$ cat config.mk
export PLATFORM = sky130hd
export DESIGN_NAME = mem_burst_ctrl
export DESIGN_NICKNAME = d
export VERILOG_FILES = /design/src/rtl/mem_burst_ctrl.sv
export SDC_FILE = /design/constraint.sdc
export NUM_CORES = 1
export LEC_CHECK = 0
export CAP_MARGIN = 30
export CORE_ASPECT_RATIO = 1.5
export CORE_MARGIN = 1.5
export CORE_UTILIZATION = 41
export CTS_CLUSTER_DIAMETER = 150
export CTS_CLUSTER_SIZE = 40
export DETAILED_ROUTE_END_ITERATION = 10
export PLACE_DENSITY = 0.8
export SLEW_MARGIN = 10
export SYNTH_ARGS = -nofsm -noshare
export SYNTH_HDL_FRONTEND = slang
export SYNTH_SLANG_ARGS = --single-unit
$ cat constraint.sdc
create_clock -name clk -period 1.7 [get_ports clk]
set_input_delay 0.255 -clock clk [delete_from_list [all_inputs] [get_ports clk]]
set_output_delay 0.255 -clock clk [all_outputs]
set_load 0.05 [all_outputs]
$ cat src/rtl/mem_burst_ctrl.sv
// Burst sequencer in front of a single-port memory (mem_para).
// Accepts one burst command at a time, then streams write beats into the
// memory or streams read beats out of it. Addresses wrap modulo DEPTH.
// All memory-side signals are registered; mem_data_out is sampled one
// cycle after mem_addr changes, which covers a registered-read memory.
module mem_burst_ctrl #(
   parameter int ADDR_WIDTH = 3,
   parameter int DATA_WIDTH = 4,
   parameter int DEPTH      = 8
) (
   input  logic                  clk,
   input  logic                  rst,
   input  logic                  cmd_valid,
   output logic                  cmd_ready,
   input  logic                  cmd_write,
   input  logic [ADDR_WIDTH-1:0] cmd_addr,
   input  logic [ADDR_WIDTH:0]   cmd_len,
   input  logic                  wr_valid,
   output logic                  wr_ready,
   input  logic [DATA_WIDTH-1:0] wr_data,
   output logic                  rd_valid,
   input  logic                  rd_ready,
   output logic [DATA_WIDTH-1:0] rd_data,
   output logic [ADDR_WIDTH-1:0] mem_addr,
   output logic [DATA_WIDTH-1:0] mem_data_in,
   output logic                  mem_wr_enable,
   input  logic [DATA_WIDTH-1:0] mem_data_out,
   output logic                  busy,
   output logic                  done,
   output logic                  err
);

   localparam logic [2:0] S_IDLE   = 3'd0;
   localparam logic [2:0] S_WRITE  = 3'd1;
   localparam logic [2:0] S_READ   = 3'd2;
   localparam logic [2:0] S_RDRAIN = 3'd3;
   localparam logic [2:0] S_DONE   = 3'd4;

   // DEPTH widened by one bit so DEPTH == 2**ADDR_WIDTH still compares correctly
   localparam logic [ADDR_WIDTH:0]   DEPTH_W   = (ADDR_WIDTH+1)'(DEPTH);
   localparam logic [ADDR_WIDTH-1:0] LAST_ADDR = ADDR_WIDTH'(DEPTH-1);
   localparam logic [ADDR_WIDTH:0]   LEN_ONE   = (ADDR_WIDTH+1)'(1);

   logic [2:0]            state_reg;
   logic [ADDR_WIDTH-1:0] cur_addr_reg;
   logic [ADDR_WIDTH:0]   remaining_reg;
   logic                  reject_reg;   // the command in DONE was refused
   logic                  settled_reg;  // mem_data_out reflects mem_addr

   logic                  cmd_fire;
   logic                  wr_fire;
   logic                  rd_capture;
   logic [ADDR_WIDTH-1:0] next_addr;

   assign cmd_ready = (state_reg == S_IDLE);
   assign wr_ready  = (state_reg == S_WRITE);
   assign busy      = (state_reg != S_IDLE);
   assign done      = (state_reg == S_DONE);
   assign err       = (state_reg == S_DONE) && reject_reg;

   assign cmd_fire   = cmd_valid && (state_reg == S_IDLE);
   assign wr_fire    = wr_valid && (state_reg == S_WRITE);
   // A new read beat may only be loaded when the output slot is free or being drained
   assign rd_capture = (state_reg == S_READ) && settled_reg && (!rd_valid || rd_ready);
   // Wrap at DEPTH rather than at the natural power-of-two boundary
   assign next_addr  = (cur_addr_reg == LAST_ADDR) ? '0 : cur_addr_reg + ADDR_WIDTH'(1);

   // Burst FSM together with the registered memory and read-beat outputs
   always_ff @(posedge clk) begin
      if (rst) begin
         state_reg     <= S_IDLE;
         cur_addr_reg  <= '0;
         remaining_reg <= '0;
         reject_reg    <= 1'b0;
         settled_reg   <= 1'b0;
         mem_addr      <= '0;
         mem_data_in   <= '0;
         mem_wr_enable <= 1'b0;
         rd_valid      <= 1'b0;
         rd_data       <= '0;
      end else begin
         // The strobe only ever follows an accepted write beat
         mem_wr_enable <= wr_fire;
         case (state_reg)
            S_IDLE: begin
               if (cmd_fire) begin
                  cur_addr_reg  <= cmd_addr;
                  remaining_reg <= cmd_len;
                  reject_reg    <= 1'b0;
                  if (cmd_len == '0) begin
                     state_reg <= S_DONE;
                  end else if ({1'b0, cmd_addr} >= DEPTH_W) begin
                     reject_reg <= 1'b1;
                     state_reg  <= S_DONE;
                  end else if (cmd_write) begin
                     state_reg <= S_WRITE;
                  end else begin
                     mem_addr    <= cmd_addr;
                     settled_reg <= 1'b0;
                     state_reg   <= S_READ;
                  end
               end
            end
            S_WRITE: begin
               if (wr_fire) begin
                  mem_addr      <= cur_addr_reg;
                  mem_data_in   <= wr_data;
                  cur_addr_reg  <= next_addr;
                  remaining_reg <= remaining_reg - LEN_ONE;
                  if (remaining_reg == LEN_ONE) begin
                     state_reg <= S_DONE;
                  end
               end
            end
            S_READ: begin
               if (rd_capture) begin
                  rd_data  <= mem_data_out;
                  rd_valid <= 1'b1;
                  if (remaining_reg > LEN_ONE) begin
                     cur_addr_reg  <= next_addr;
                     mem_addr      <= next_addr;
                     remaining_reg <= remaining_reg - LEN_ONE;
                     settled_reg   <= 1'b0;
                  end else begin
                     state_reg <= S_RDRAIN;
                  end
               end else begin
                  settled_reg <= 1'b1;
                  if (rd_ready) begin
                     rd_valid <= 1'b0;
                  end
               end
            end
            S_RDRAIN: begin
               if (rd_ready) begin
                  rd_valid  <= 1'b0;
                  state_reg <= S_DONE;
               end
            end
            S_DONE: begin
               state_reg <= S_IDLE;
            end
            default: begin
               state_reg <= S_IDLE;
            end
         endcase
      end
   end

endmodule

==> flow_summary.ini, run 1 <==
[logic_synthesis]
synth_edf_count = 0
syn_inst = 153
ys_seq_area_share_pct = 38.17
syn_nets = 178
synthArstFlopShare_pct = 0
netlist_top_cells_area = dfxtp_1, a21oi_1, nor2_1
avgSynthCellArea_um2 = 8.227
netlist_area_um2 = 1259
yosysWarnings = 0
ys_types = 37
synth_top_area_cell = dfxtp_1
synth-seq-cells = 24
yosys.area.top_type_share_pct = 38.17
synth_ff_type = dfxtp_1

[timing]
final_max_slew_viol_count = 0
finalSetupTns_ns = -0.05612
max_freq_mhz = 569.4
setup_slack_ns = -0.05612
finalHoldViolations = 0
finClkSkew_ns = 0.004828
fin_crit_sh_pct = 103.3
finalCriticalPeriod_ns = 1.756
grt_setup_unrepaired = yes
setup_viol = 1

[floorplanning]
core_um2 = 2913
die_y_um = 70.86
ios = 39
num_rows = 24
die_w_um = 48.24
start_util_pct = 43.21
die_area_um2 = 3418

[drt]
wl_mm = 3.698
wire_per_inst_um = 14.50
drc = 0
drtAntennaViolNets = 0
num_vias = 1385
vias_per_cell = 5.431
firstDrtPassIters = 4
drt_iter0_drc = 36

[hold_path]
hp-start = mem_data_in[1]
hold_depth = 2
hp-class = reg -> reg

[cells_and_area]
final_cell_mix = buf_4, clkdlybuf4s50_1, nor2_1, dfxtp_1, a21oi_1
final_common_cell = buf_4
syn_to_final_growth_pct = 60.54
stdcell_count = 255
nets = 242
drive_gt1_share_pct = 33.80
antenna_cells = 0
nFillCells = 219

[grt]
grt_max_degree = 25
grt_pass1_vias = 1389
grt.overflow.total = 0
grt_pass1_wl_mm = 6.078
grt_usage_pct = 24.34
antenna_found_initial = 0

[clock_tree]
cts_hold_buf = 0
cts_tree = done
clock_sinks = 24
cts_buffers = 3
clkTransAtPathRegs_ns = 0.09
insertion_delay_ns = 0.27
htree_levels = 1
clk_path_buf_depth = 2
root_buffer = clkbuf_8

[worst_setup_path]
crit_path_end = state_reg[0]
cp-start-kind = flop
worstReg2RegStart = remaining_reg[0]
worstPathMaxFanout = 3
worstPathRequired_ns = 1.91
rrSetupSlack_ns = -0.06
cp_data_arrival_time_ns = 1.96
critPathCaptureType = flop
r2r_end = state_reg[0]
worstSetupStartpoint = remaining_reg[0]
path_class = reg -> reg
reg2reg_depth = 7

[place]
port-buffer-count = 37
dpl.cell_count = 248
post-dp-hpwl_mm = 2.791
gp_congestion = 0.8373

[status]
failed_checks = negative setup slack
outcome = complete, but fails checks

[power_and_ir_drop]
p_sw_share_pct = 43.69
p_leak_nw = 0.8379
p_sw_mw = 1.595
peakVddDrop_mv = 1.207
clkPwrFrac_pct = 11.0
p_per_area_nw_per_um2 = 1806
comb_power_share_pct = 65.0
p_int_mw = 2.055
seq_power_share_pct = 24.1

[job]
maxCapViolCount = 0
==> how the worst min path moves through the flow <==
| stage | endpoint |
|---|---|
| finish | mem_data_in[1] |
| floorplan | cur_addr_reg[0] |
| CTS | mem_data_in[2] |
| global placement | mem_data_in[1] |
| detailed placement | mem_data_in[2] |
| global route | mem_data_in[1] |
==> synthesized netlist by cell type (3+ instances only) <==
cell and instances:
a21oi_1 17, nor2_1 20, mux2i_1 5, nand2_1 14, nor3b_1 3, a311oi_1 4, nor3_1 3, or3_1 4
buf_2 6, dfxtp_1 24, ha_1 4, o21ai_0 10, nand3_1 5
==> metrics by stage <==
stage	setup WS [ns]	util [%]	cell area, um2	hold slack [ns]	total power, mW
2_1_floorplan	-0.0008707	-	1272	0.3271	2.107
3_3_place_gp	-0.2270	64.43	1877	0.4433	2.909
3_5_place_dp	-0.3142	64.43	1877	0.4530	3.003
4_1_cts	-0.03423	68.64	1999	0.4669	3.545
5_1_grt	-0.09943	69.37	2021	0.4957	3.859
6_report	-0.05612	69.37	2021	0.4686	3.649
==> cells by family (layout without fill, tap and decap cells) <==
| family | Yosys count | count (layout) | share of synthesized area, % |
|---|---|---|---|
| buffers and inverters | 13 | 76 | 5.069 |
| adders and majority gates | 4 | 4 | 3.976 |
| and+or+nand+nor | 64 | 64 | 27.34 |
| DFF | 24 | 24 | 38.17 |
| AOI/OAI and AO/OA | 41 | 41 | 20.28 |
| other | 1 | 1 | 0.2979 |
| muxes | 6 | 6 | 4.871 |
==> cell type report <==
class	instances	area, um2	area share, %
multi-input combinational	116	777.0	38.45
timing repair buffer	69	634.4	31.39
sequential	24	489.2	24.21
clock buffer	4	55.05	2.724
tap	39	48.80	2.415
inverter	3	16.27	0.8050
==> power groups by stage <==
stage	sequential, mW	clock [mW]	combinational (mW)
2_1_floorplan	0.963	0	1.14
3_3_place_gp	0.841	0	2.07
3_5_place_dp	0.855	0	2.15
4_1_cts	0.860	0.399	2.29
5_1_grt	0.896	0.426	2.54
6_report	0.878	0.400	2.37
==> layer usage <==
layer  wire, um  GRT usage (%)  up-vias
met5          0              0        -
met4        100          10.21        0
met3        166          3.827       10
met2       2043          42.69       48
met1       1387          26.81      651
li1           -              -      676
==> timing repair <==
| item | in CTS | in global routing |
|---|---|---|
| pin swaps | 1 | 2 |
| endpoints found under the setup margin | 12 | 12 |
| gates resized for setup | 14 | 9 |
| gates cloned | 0 | 0 |
| setup buffers | 3 | 0 |
==> worst max-delay path, stage by stage, from the launching register on <==
cell and delay (ns):
dfxtp_4 0.38, inv_4 0.06, ha_4 0.13, nor2_2 0.05
nand4b_1 0.17, a211o_1 0.29, or4_4 0.48, a21oi_2 0.13
Note: power is estimated with default switching activity, not from simulation.
==> run 2: changes to the inputs <==
--- a/config.mk
+++ b/config.mk
@@ -8,11 +8,11 @@
 export CAP_MARGIN = 30
 export CORE_ASPECT_RATIO = 1.5
 export CORE_MARGIN = 1.5
-export CORE_UTILIZATION = 41
+export CORE_UTILIZATION = 49
 export CTS_CLUSTER_DIAMETER = 150
 export CTS_CLUSTER_SIZE = 40
 export DETAILED_ROUTE_END_ITERATION = 10
-export PLACE_DENSITY = 0.8
+export PLACE_DENSITY = 0.89
 export SLEW_MARGIN = 10
 export SYNTH_ARGS = -nofsm -noshare
 export SYNTH_HDL_FRONTEND = slang
==> constraint.sdc (replaced) <==
create_clock -name clk -period 2.3 [get_ports clk]
set_input_delay 0.345 -clock clk [delete_from_list [all_inputs] [get_ports clk]]
set_output_delay 0.345 -clock clk [all_outputs]
set_load 0.05 [all_outputs]
==> flow_summary.ini, run 2 (same netlist as run 1, synthesis figures left out) <==
[status]
outcome = finished, final reports clean

[worst_setup_path]
critPathCaptureType = flop
cp-start-kind = flop
crit_family = simple AND/OR/NAND/NOR gates
worstPathMaxFanout = 13
slowest_stage = dfxtp_1
path_class = reg -> reg
worst_path_most_repeated_cell = a21oi_1
crit_buf_inv = 1
worstPathRequired_ns = 2.56
cp_cell_sequence = nor3b_4 -> buf_4 -> nor2_2 -> a21oi_1 -> or3_1 -> a21oi_1
cp_data_arrival_time_ns = 2.15
critPathMaxStageDelay_ns = 0.58

[cells_and_area]
final_cell_mix = clkdlybuf4s50_1, dfxtp_1, nor2_1, a21oi_1, nand2_1
final_common_cell = clkdlybuf4s50_1
stdcell_count = 217
nFillCells = 184
syn_to_final_growth_pct = 36.58
antenna_cells = 0
drive_gt1_share_pct = 10.88
fin_util_pct = 70.17
nets = 220

[power_and_ir_drop]
p_sw_mw = 1.006
p_sw_share_pct = 47.68
p_per_area_nw_per_um2 = 1227
comb_power_share_pct = 61.1
p_int_mw = 1.104
seq_power_share_pct = 30.5
peakVddDrop_mv = 0.7448
p_leak_nw = 0.6916
clkPwrFrac_pct = 8.4

[floorplanning]
die_area_um2 = 2888
num_rows = 22
start_util_pct = 51.38
ios = 39
die_w_um = 44.38
die_y_um = 65.08
core_um2 = 2450

[timing]
finClkSkew_ns = 0.01399
finalSetupTns_ns = 0
timing.hold.ws_ns = 0.4735
max_freq_mhz = 529.0
worst_pin_slew_ns = 0.5119
final_max_slew_viol_count = 0
setup_slack_ns = 0.4098
setup_viol = 0
finalCriticalPeriod_ns = 1.890
maxSlewHeadroom_pct = 65.77
finalHoldViolations = 0
grt_setup_unrepaired = no
fin_crit_sh_pct = 82.18

[grt]
grt_pass1_vias = 1280
grt_max_degree = 25
antenna_found_initial = 0
grt_usage_pct = 24.01
grt.overflow.total = 0
grt_pass1_wl_mm = 5.326

[clock_tree]
cts_buffers = 3
root_buffer = clkbuf_4
cts_tree = done
clkTransAtPathRegs_ns = 0.13
insertion_delay_ns = 0.31
clk_path_buf_depth = 2
clock_sinks = 24
htree_levels = 1
cts_hold_buf = 0

[place]
gp_congestion = 0.7995
port-buffer-count = 37
dp_slack_ns = 0.1523
dpl.cell_count = 214
post-dp-hpwl_mm = 2.451

[drt]
num_vias = 1297
vias_per_cell = 5.977
drc = 0
firstDrtPassIters = 6
wl_mm = 3.147
wire_per_inst_um = 14.50
drt_iter0_drc = 51
drtAntennaViolNets = 0

[job]
maxCapViolCount = 0

[hold_path]
hp-class = reg -> reg
## run 2: cell types whose count changed in the layout (fill, tap and decap cells not counted), moves of 3 or more
cell	before	now
dfxtp_1	19	24
dfxtp_2	4	0
o21ai_1	4	0
buf_4	43	11
clkdlybuf4s50_1	20	33
clkbuf_4	0	3
clkbuf_8	4	0
buf_12	5	1
o21ai_0	6	10
## run 2: worst paths after layout
kind / startpoint / cells past startpoint / slack (ns) / endpoint
worst max-delay path: state_reg[2] / 6 / 0.41 / mem_addr[1]
worst min register to register: mem_data_in[1] / 2 / 0.47 / mem_data_in[1]
worst max register to register: state_reg[2] / 6 / 0.41 / mem_addr[1]
worst min-delay path: mem_data_in[1] / 2 / 0.47 / mem_data_in[1]
## run 2: cell type report
cell class | instances | area, um2 | area share, %
clock buffers | 3 | 22.52 | 1.310
inverters | 3 | 11.26 | 0.6550
multi-input cells | 116 | 716.9 | 41.70
flip-flops and latches | 24 | 480.5 | 27.95
well taps | 24 | 30.03 | 1.747
repair buffers | 47 | 457.9 | 26.64
## run 2: power groups by stage
stage	sequential, mW	clock [mW]	combinational, mW
detailed placement	0.651	0	1.28
finish	0.644	0.177	1.29
global placement	0.640	0	1.22
CTS	0.641	0.180	1.28
global route	0.662	0.194	1.39
floorplan	0.712	0	0.819
## run 2: worst reg2reg max path: cells and delay by family (launching register included)
family	cells	cell delay (ns)
flip-flops	1	0.58
AND/OR/NAND/NOR	3	0.82
AO/OA/AOI/OAI	2	0.27
buffers and inverters	1	0.18
## run 2: per-stage QoR
step / total power [mW] / cell area (um2)
finish: 2.109 / 1719
CTS: 2.104 / 1712
detailed placement: 1.928 / 1689
global route: 2.251 / 1719
floorplan: 1.530 / 1259
global placement: 1.860 / 1689
## run 2: metal layers
metal,share of wire [%],vias up,track usage [%]
met4,2.0,0,10.98
met5,0,-,0
met2,55,44,43.93
met1,40,620,26.42
met3,3.3,8,2.507
li1,-,625,-
## run 2: what timing repair did
item,CTS,global route
setup endpoints to repair,0,3
gates resized for setup,0,3
buffers inserted,0,0
hold endpoints to repair,0,0
==> run 3: changes to the inputs <==
--- a/config.mk
+++ b/config.mk
@@ -8,11 +8,11 @@
 export CAP_MARGIN = 30
 export CORE_ASPECT_RATIO = 1.5
 export CORE_MARGIN = 1.5
-export CORE_UTILIZATION = 49
+export CORE_UTILIZATION = 46
 export CTS_CLUSTER_DIAMETER = 150
 export CTS_CLUSTER_SIZE = 40
 export DETAILED_ROUTE_END_ITERATION = 10
-export PLACE_DENSITY = 0.89
+export PLACE_DENSITY = 0.85
 export SLEW_MARGIN = 10
 export SYNTH_ARGS = -nofsm -noshare
 export SYNTH_HDL_FRONTEND = slang
==> constraint.sdc (replaced) <==
create_clock -name clk -period 1.8 [get_ports clk]
set_input_delay 0.27 -clock clk [delete_from_list [all_inputs] [get_ports clk]]
set_output_delay 0.27 -clock clk [all_outputs]
set_load 0.05 [all_outputs]
==> flow_summary.ini, run 3 (same netlist as run 1, synthesis figures left out) <==
[timing]
maxSlewHeadroom_pct = 65.52
finalCriticalPeriod_ns = 1.820
setup_viol = 2
finalHoldViolations = 0
final_max_slew_viol_count = 0
setup_slack_ns = -0.01956
finClkSkew_ns = 0.002196
grt_setup_unrepaired = yes
fin_crit_sh_pct = 101.1
worst_pin_slew_ns = 0.5155
max_freq_mhz = 549.6

[cells_and_area]
seq_area_um2 = 490.5
antenna_cells = 0
multi_input_area_um2 = 754.5
syn_to_final_growth_pct = 57.65
final_common_cell = clkdlybuf4s50_1
final_cell_mix = clkdlybuf4s50_1, buf_4, dfxtp_1, nor2_1
stdcell_count = 246
nFillCells = 185
nets = 235
drive_gt1_share_pct = 26.32
fin_util_pct = 74.95

[hold_path]
hp-class = reg -> reg

[clock_tree]
clk_path_buf_depth = 2
htree_levels = 1
cts_buffers = 3
clkTransAtPathRegs_ns = 0.09
insertion_delay_ns = 0.27
root_buffer = clkbuf_8
clock_sinks = 24
cts_tree = done

[drt]
wire_per_inst_um = 15.51
firstDrtPassIters = 4
num_vias = 1374
drtAntennaViolNets = 0
drt_iter0_drc = 59
drc = 0
vias_per_cell = 5.585
wl_mm = 3.816

[worst_setup_path]
r2r_end = state_reg[0]
crit_path_end = state_reg[0]
worstPathRequired_ns = 2.01
path_class = reg -> reg
worstSetupStartpoint = remaining_reg[0]
worstReg2RegStart = remaining_reg[0]
cp-start-kind = flop
worstPathMaxFanout = 5
reg2reg_depth = 7
critPathCaptureType = flop
rrSetupSlack_ns = -0.02
cp_data_arrival_time_ns = 2.03

[floorplanning]
die_w_um = 45.71
die_area_um2 = 3066
core_um2 = 2648
start_util_pct = 47.54
num_rows = 23
ios = 39
die_y_um = 67.07

[place]
port-buffer-count = 37
post-dp-hpwl_mm = 2.583
gp_congestion = 0.8594
dpl.cell_count = 237
dp_slack_ns = -0.2464

[job]
maxCapViolCount = 0

[grt]
grt_usage_pct = 25.72
grt_max_degree = 25
grt_pass1_vias = 1338
grt.overflow.total = 0
grt_pass1_wl_mm = 5.802
antenna_found_initial = 0

[status]
failed_checks = negative setup slack
outcome = complete, but fails checks

[power_and_ir_drop]
p_per_area_nw_per_um2 = 1725
peakVddDrop_mv = 0.9617
p_leak_nw = 0.7854
finalPower_mw = 3.422
==> run 3: cell types whose count changed in the layout (fill, tap and decap cells not counted), sizes merged <==
| cell | delta |
|---|---|
| dlymetal6s2s | -2 |
| bufinv | +1 |
| clkdlybuf4s50 | -1 |
| buf | +18 |
==> run 3: worst min-delay path by stage <==
stage	startpoint	to	slack [ns]	depth (start not counted)
floorplan	rst	cur_addr_reg[0]	0.34	1
finish	mem_data_in[2]	mem_data_in[2]	0.47	2
global route	mem_data_in[2]	mem_data_in[2]	0.49	2
detailed placement	mem_data_in[1]	mem_data_in[1]	0.46	2
CTS	mem_data_in[2]	mem_data_in[2]	0.47	2
global placement	mem_data_in[1]	mem_data_in[1]	0.44	2
==> run 3: timing repair <==
action | CTS | global route
hold buffers | 0 | 0
setup buffers | 0 | 5
pin swaps | 1 | 9
setup endpoints to repair | 1 | 10
gates resized for setup | 2 | 18
endpoints found under the hold margin | 0 | 0
==> run 3: layout make-up <==
type / instances / share of cell area, %
clock inverters: 1 / 1.513
clock buffers: 3 / 2.081
repair buffers: 62 / 30.64
inverters: 3 / 0.6936
well taps: 37 / 2.333
flip-flops and latches: 24 / 24.72
multi-input cells: 116 / 38.02
==> run 3: routing by layer <==
metal	up-vias	part of all wire (%)	GRT usage [%]
met5	-	0	0
met4	0	4.2	15.00
met3	20	5.1	3.523
met2	65	53	44.54
met1	632	37	28.48
li1	657	-	-
==> run 3: critical path, cell delays in order, from the launching register on <==
cell	delay [ns]
dfxtp_4	0.37
inv_2	0.05
ha_2	0.20
nor2_2	0.07
nand4b_1	0.17
a211o_1	0.33
or4_4	0.43
a21oi_2	0.13
==> run 3: where the power goes <==
part / internal, mW / total [mW] / switching [mW]
Sequential: 0.681 / 0.830 / 0.149
Combinational: 0.957 / 2.12 / 1.16
Clock: 0.297 / 0.477 / 0.179
Total: 1.94 / 3.42 / 1.49
==> run 3: metrics by stage <==
stage | hold WS, ns | TNS [ns] | instance area (um2)
after detailed placement | 0.4550 | -1.121 | 1836
after global placement | 0.4421 | -0.5898 | 1836
after CTS | 0.4715 | 0 | 1909
after global routing | 0.4902 | -0.1604 | 1984
after floorplan | 0.3421 | 0 | 1271
final | 0.4652 | -0.02392 | 1984
